<file path="config.mk">
export PLATFORM = sky130hd
export DESIGN_NAME = riscv_wb_arbiter
export DESIGN_NICKNAME = d
export VERILOG_FILES = /design/src/rtl/riscv_wb_arbiter.sv
export SDC_FILE = /design/constraint.sdc
export NUM_CORES = 1
export LEC_CHECK = 0
export BUFFER_PORTS_ARGS = -buffer_cell sky130_fd_sc_hd__buf_2
export CORE_MARGIN = 8
export CORE_UTILIZATION = 48
export CTS_CLUSTER_DIAMETER = 100
export DETAILED_ROUTE_END_ITERATION = 10
export PLACE_DENSITY_LB_ADDON = 0.3
export SYNTH_ARGS = -nofsm -noshare
export SYNTH_HDL_FRONTEND = slang
export SYNTH_SLANG_ARGS = --single-unit
</file>
<file path="constraint.sdc">
create_clock -name clk_i -period 2.6 [get_ports clk_i]
set_input_delay 0.26 -clock clk_i [delete_from_list [all_inputs] [get_ports clk_i]]
set_output_delay 0.26 -clock clk_i [all_outputs]
set_load 0.01 [all_outputs]
</file>
<file path="src/rtl/riscv_wb_arbiter.sv">
// Register-file write-port arbiter: merges in-order and long-latency results and tracks pending long-op destinations.
// Optional feature macro: RISCV_WB_ARB_BYPASS_EN (LU result goes straight to the write port when the FIFO is empty and the pipe is idle).
module riscv_wb_arbiter #(
  parameter int FIFO_DEPTH = 2
) (
  input  logic        clk_i,
  input  logic        rst_ni,
  input  logic        pipe_valid_i,
  input  logic [4:0]  pipe_rd_addr_i,
  input  logic [31:0] pipe_rd_wdata_i,
  input  logic        lu_valid_i,
  output logic        lu_ready_o,
  input  logic [4:0]  lu_rd_addr_i,
  input  logic [31:0] lu_rd_wdata_i,
  input  logic        issue_valid_i,
  input  logic [4:0]  issue_rd_addr_i,
  input  logic [4:0]  id_rs1_addr,
  input  logic [4:0]  id_rs2_addr,
  output logic        rs1_busy_o,
  output logic        rs2_busy_o,
  output logic [31:0] pending_o,
  output logic        wb_q_is_rd_write,
  output logic [4:0]  wb_rd_addr,
  output logic [31:0] wb_rd_wdata
);
  localparam int AW = (FIFO_DEPTH > 2) ? $clog2(FIFO_DEPTH) : 1;

  // LU handshake: a result transfers on a rising edge where lu_valid_i && lu_ready_o;
  // lu_ready_o depends only on registered FIFO state and reset, never on lu_valid_i.
  logic [36:0]   r_mem [FIFO_DEPTH];
  logic [AW:0]   r_wr_ptr;
  logic [AW:0]   r_rd_ptr;
  logic [31:0]   r_pending;
  logic          r_we;
  logic [4:0]    r_addr;
  logic [31:0]   r_data;

  logic          w_full;
  logic          w_empty;
  logic          w_lu_acc;
  logic          w_bypass;
  logic          w_push;
  logic          w_pop;
  logic [36:0]   w_head;
  logic [31:0]   w_set;
  logic [31:0]   w_clr;
  logic [31:0]   w_pending_nxt;

  assign w_full   = (r_wr_ptr[AW-1:0] == r_rd_ptr[AW-1:0]) && (r_wr_ptr[AW] != r_rd_ptr[AW]);
  assign w_empty  = (r_wr_ptr == r_rd_ptr);
  assign lu_ready_o = rst_ni && !w_full;
  assign w_lu_acc = lu_valid_i && lu_ready_o;
  assign w_head   = r_mem[r_rd_ptr[AW-1:0]];

`ifdef RISCV_WB_ARB_BYPASS_EN
  assign w_bypass = w_lu_acc && w_empty && !pipe_valid_i;
`else
  assign w_bypass = 1'b0;
`endif

  assign w_push = w_lu_acc && !w_bypass;
  // The pipe never stalls, so the FIFO only drains in cycles the pipe leaves free.
  assign w_pop  = !pipe_valid_i && !w_empty;

  always_comb begin
    w_set = '0;
    w_clr = '0;
    if (issue_valid_i && (issue_rd_addr_i != 5'd0)) w_set = 32'(1) << issue_rd_addr_i;
    if (w_pop)         w_clr = 32'(1) << w_head[36:32];
    else if (w_bypass) w_clr = 32'(1) << lu_rd_addr_i;
    // Clear first, then set, so a same-cycle issue to the same rd keeps the bit.
    w_pending_nxt = (r_pending & ~w_clr) | w_set;
  end

  always_ff @(posedge clk_i) begin
    if (!rst_ni) begin
      r_wr_ptr  <= '0;
      r_rd_ptr  <= '0;
      r_pending <= '0;
      r_we      <= 1'b0;
      r_addr    <= '0;
      r_data    <= '0;
    end else begin
      r_pending <= w_pending_nxt;
      if (w_push) begin
        r_mem[r_wr_ptr[AW-1:0]] <= {lu_rd_addr_i, lu_rd_wdata_i};
        r_wr_ptr <= r_wr_ptr + 1'b1;
      end
      if (w_pop) r_rd_ptr <= r_rd_ptr + 1'b1;

      r_we <= pipe_valid_i || w_pop || w_bypass;
      if (pipe_valid_i) begin
        r_addr <= pipe_rd_addr_i;
        r_data <= pipe_rd_wdata_i;
      end else if (w_pop) begin
        r_addr <= w_head[36:32];
        r_data <= w_head[31:0];
      end else if (w_bypass) begin
        r_addr <= lu_rd_addr_i;
        r_data <= lu_rd_wdata_i;
      end
    end
  end

  assign pending_o        = r_pending;
  assign rs1_busy_o       = r_pending[id_rs1_addr] && (id_rs1_addr != 5'd0);
  assign rs2_busy_o       = r_pending[id_rs2_addr] && (id_rs2_addr != 5'd0);
  assign wb_q_is_rd_write = r_we;
  assign wb_rd_addr       = r_addr;
  assign wb_rd_wdata      = r_data;
endmodule

</file>
# Word-level counts from Yosys, hierarchy flattened
# Memory sizes are Yosys's and may differ from the RTL's. A register that Yosys moved wholly into a read port is not among the register bits.
# Cells that the tools add are included.
[word_totals]
word_cells = 49
input_bits = 94
out_inout_bits = 73
ff_bits = 74
ram_bits = 74
n_memories = 1
[op_classes]
n_lt_le_gt_ge = 2
shifts = 2
bitwise = 3
eq_ne = 3
muxes = 15
addsub = 2
n_reduce_logical = 15
[mem_list]
columns = ["memory", "words", "width", "read_ports", "rd_ports_with_merged_regs", "wr", "line", "text"]
rows = [
  ["r_mem", 2, 37, 1, 1, 1, "30", "logic [36:0] r_mem [FIFO_DEPTH];"],
]
[op_table]
columns = ["op", "n"]
rows = [
  ["$mux 32", 4],
  ["$shl 1x5->32 const A", 2],
  ["$and 32x32->32", 1],
  ["$not 32->32", 1],
  ["$or 32x32->32", 1],
  ["$reduce_bool 5->1", 3],
  ["$lt 5x6->1 const B", 2],
  ["$bmux 1 s5", 2],
  ["$mux 5", 2],
  ["$logic_and 1x1->1", 7],
  ["$mux 1", 7],
  ["$add 2x1->2 const B", 2],
  ["$logic_not 1->1", 3],
  ["$eq 2x2->1", 1],
  ["$reduce_bool 2->1", 1],
  ["$eq 1x1->1", 1],
  ["$logic_or 1x1->1", 1],
  ["$ne 1x1->1", 1],
]

# Depth between registers and ports, before layout
[depth]
depth_word = 8
ltp_mapped = 7
depth_no_buf = 4

# Worst setup path after synthesis
# OpenSTA, ideal clock, no wires.
[synth_path]
path_type = "reg-to-reg"
start = "register r_wr_ptr[0]"
end = "memory r_mem[0][0], enable pin"
path_stages_with_launch = 4
setup_ns = 0.431
required_time_ns = 2.169
slack_ns = -0.256
synth_period_minus_slack_ns = 2.856
arrival_time_ns = 2.424
path_buffers = 0
path_cell_list = "dfxtp_1 > xor2_2 > o211ai_1 > nor2_1"
[synth_via]
elab_chain_cells = 8
[synth_rtl]
columns = ["item", "line", "text"]
rows = [
  ["from (decl)", "31", "logic [AW:0] r_wr_ptr;"],
  ["from (signal assigned)", "87", "r_wr_ptr <= r_wr_ptr + 1'b1;"],
  ["$eq 1x1->1", "49", "assign w_full = (r_wr_ptr[AW-1:0] == r_rd_ptr[AW-1:0]) && (r_wr_ptr[AW] != r_rd_ptr[AW]);"],
  ["$logic_and 1x1->1", "49", ""],
  ["$logic_not 1->1", "51", "assign lu_ready_o = rst_ni && !w_full;"],
  ["$logic_and 1x1->1", "51", ""],
  ["$logic_and 1x1->1", "52", "assign w_lu_acc = lu_valid_i && lu_ready_o;"],
  ["$mux 1", "85", "if (w_push) begin"],
  ["$mux 1", "76", "if (!rst_ni) begin"],
  ["$mux 1 (implied by the code)", "86", "r_mem[r_wr_ptr[AW-1:0]] <= {lu_rd_addr_i, lu_rd_wdata_i};"],
  ["to (decl)", "30", ""],
]
# Several ways; a longest one is shown, not always the timed one.

# Worst setup path in the final report
[layout_path]
start = "register r_pending[24], in the netlist pending_o[24]"
end = "output port rs1_busy_o"
[layout_via]
elab_chain_cells = 3
[layout_rtl]
columns = ["item", "line", "text"]
rows = [
  ["from (decl)", "33", "logic [31:0] r_pending;"],
  ["from (signal assigned)", "84", "r_pending <= w_pending_nxt;"],
  ["$bmux 1 s5", "106", "assign rs1_busy_o = r_pending[id_rs1_addr] && (id_rs1_addr != 5'd0);"],
  ["$mux 1 (implied by the code)", "106", ""],
  ["$logic_and 1x1->1", "106", ""],
  ["to (decl)", "19", "output logic rs1_busy_o,"],
]
# No other way between the ends. The select of a mux whose other input is x is not followed.

==> results.tsv <==
metric	value	unit
crit path max fanout	4	
die area	18000	sq um
Cell variety after synth	47	
dpl ws	0.591	ns
Worst-path clk slew	0.06	ns
Cells after Synth	619	
Hold Crit Class	primary input to flop	
final net count	863	
First-pass DRT Iterations	5	
core area	13800	sq um
Max VDD drop	0.516	mV
critical path type	flop to output pin	
top cells by count, synth	110 x nand2_1, 75 x dfxtp_1, 74 x edfxtp_1, 68 x a21oi_1, 53 x mux2i_1	
Slew @ Worst Pin	0.935	ns
min Tclk post-route	2.16	ns
Worst EP arrival	1.90	ns
post-synthesis net count	713	
hold-fix buffers at CTS	0	
worst rel slew slack	37.4	%
starting density of the core	48.8	%
final wirelength	18000	um
fin crit share	83.0	%
vias per cell	5.72	
dpl cell area	7660	sq um
vias	5505	
TritonCTS Buffers	17	
skew final	0.00968	ns
Final WS setup	0.441	ns
Tot Pwr	6.19	mW
WHS	0.0327	ns
area occupied by multi-input gates	2760	sq um
routed length per instance	18.7	um
leakage power	3.15	nW
vias in the first global route	5715	
GRT Overall Usage	19.9	%
CP endpoint kind	output pin	
largest net degree at the start of global routing	66	
status	finished, final reports clean	
most common cell in the netlist	nand2_1	
Avg Cell Area, Syn	10.8	sq um
routability-driven placement congestion ratio	0.870	
CTS Buffer Depth	2	
leading area contributor after synthesis	edfxtp_1	
Power Density	751	nW/um^2
RSZ-0062 raised after global routing	false	
std cell rows	43	
Fin Setup TNS	0	ns
Die Span X	134	um
share of flip-flops with an asynchronous set or reset	0	%
synthesized area	6720	sq um
CTS resizes	0	
sequential-to-total area share from yosys stat	55.4	%
H-tree depth	4	
ys flop type	dfxtp_1	
Post-synth EDFFs	74	
Post-CTS Setup Repair Bufs	0	
Final Hold Viols	0	
final instance area	8230	sq um
ratio of cells with drive above 1 in the final layout	29.2	%
# clock sinks	149	
synthesized flop and latch total	149	
P&R area growth vs syn	22.6	%
FMAX	463	MHz
first-pass GRT wire length	28800	um
post-synth top area share	33.1	%
clock network latency to the later pin of the worst-skew pair	0.42	ns
CTS tree	built	
Port Buffers	166	
overall die height	134	um
Max Cap Viol	0	
Fillers	1173	
CTS Root Cell	clkbuf_16	
Warnings, synthesis	0	
Req. time, crit path	2.34	ns
max-slew violation count	0	
# setup viols final	0	
I/O pins	167	
Sequential Area	3720	sq um
top post-synthesis cells by area	edfxtp_1 33%, dfxtp_1 22%, mux2i_1 7.9%, nand2_1 6.1%, a21oi_1 5.1%	
post-route ant nets	0	
grt ovf	0	
initial antenna violation count	3	
initial drt markers	333	
Critical Path Source Type	flop	
hpwl dp	13200	um
DRC viols	0	
-- final timing paths --
kind	from	endpoint	slack [ns]	depth (start not counted)
worst max register to register	r_wr_ptr[0]$_SDFFE_PN0P_	r_mem[0][34]$_DFFE_PP_	0.58	4
worst max-delay path	pending_o[24]$_SDFF_PN0_	rs1_busy_o	0.44	5
worst min-delay path	lu_rd_wdata_i[7]	r_mem[0][7]$_DFFE_PP_	0.03	1
worst min register to register	pending_o[0]$_SDFF_PN0_	pending_o[0]$_SDFF_PN0_	0.44	2
-- routing by layer --
layer / vias to the layer above / track usage, % / part of all wire [%]
met2: 231 / 32.2 / 47
met5: - / 0 / 0.11
li1: 2610 / - / -
met1: 2628 / 23.8 / 42
met4: 4 / 6.99 / 1.9
met3: 32 / 7.33 / 9.4
-- cell usage in the layout, fill, tap and decap left out, types with 4 or more instances in the layout --
master      netlist  layout
a22oi_1           4       4
clkinvlp_4        0       4
a31oi_1           6       6
nor2b_1          14      14
clkbuf_16         0      18
nor3_1            5       5
o21ai_0           6       6
nand2b_1          8       8
inv_1             7       5
nor2_1           15      14
buf_4             5      10
nand2_1         110     110
nand3_1           8       8
a311oi_1         25      25
mux2i_1          53      53
or3b_1            4       4
o211ai_1         36      36
edfxtp_1         74      74
o22ai_1           4       4
dfxtp_1          75      74
a21oi_1          68      68
mux4_2            6       6
buf_2            20     166
-- cell families after synthesis --
| kind of cell | count (synthesis) | synth area share, % |
|---|---|---|
| simple gates | 181 | 12.8 |
| mux | 60 | 10.1 |
| compound gates | 169 | 16.8 |
| xor+xnor | 7 | 1.14 |
| flops | 149 | 55.4 |
| buf+inv | 53 | 3.73 |
-- where the power goes --
part           switching, mW  internal (mW)  total, mW
registers              0.104           2.65       2.75
logic                  0.660          0.449       1.11
clock network          0.931           1.40       2.33
-- through the flow --
step	cells	utilization (%)
final	963	59.8
after global routing	963	59.8
after CTS	962	59.8
after detailed placement	930	55.6
after global placement	930	55.6
after floorplan	619	-
-- state kept, by name, summed over array words and instances, names as in the netlist, named ones only --
signal and flops:
pending_o 32, r_mem 74, r_rd_ptr 2, r_wr_ptr 2, wb_q_is_rd_write 1, wb_rd_addr 5, wb_rd_wdata 32
-- critical path, cell delays in order (launching register included) --
cell,delay (ns)
dfxtp_1,0.35
mux4_2,0.46
o22a_1,0.23
a22oi_1,0.19
o211ai_1,0.11
buf_2,0.15
-- layout make-up --
type                    instances  share of cell area [%]
inverters                       7                   0.319
flip-flops and latches        149                    45.2
multi-input cells             417                    33.5
well taps                     180                    2.74
clock inverters                11                    1.22
repair buffers                177                    11.2
diodes                          1                  0.0304
clock buffers                  21                    5.73
No activity file was read; power rests on OpenSTA's default activity.
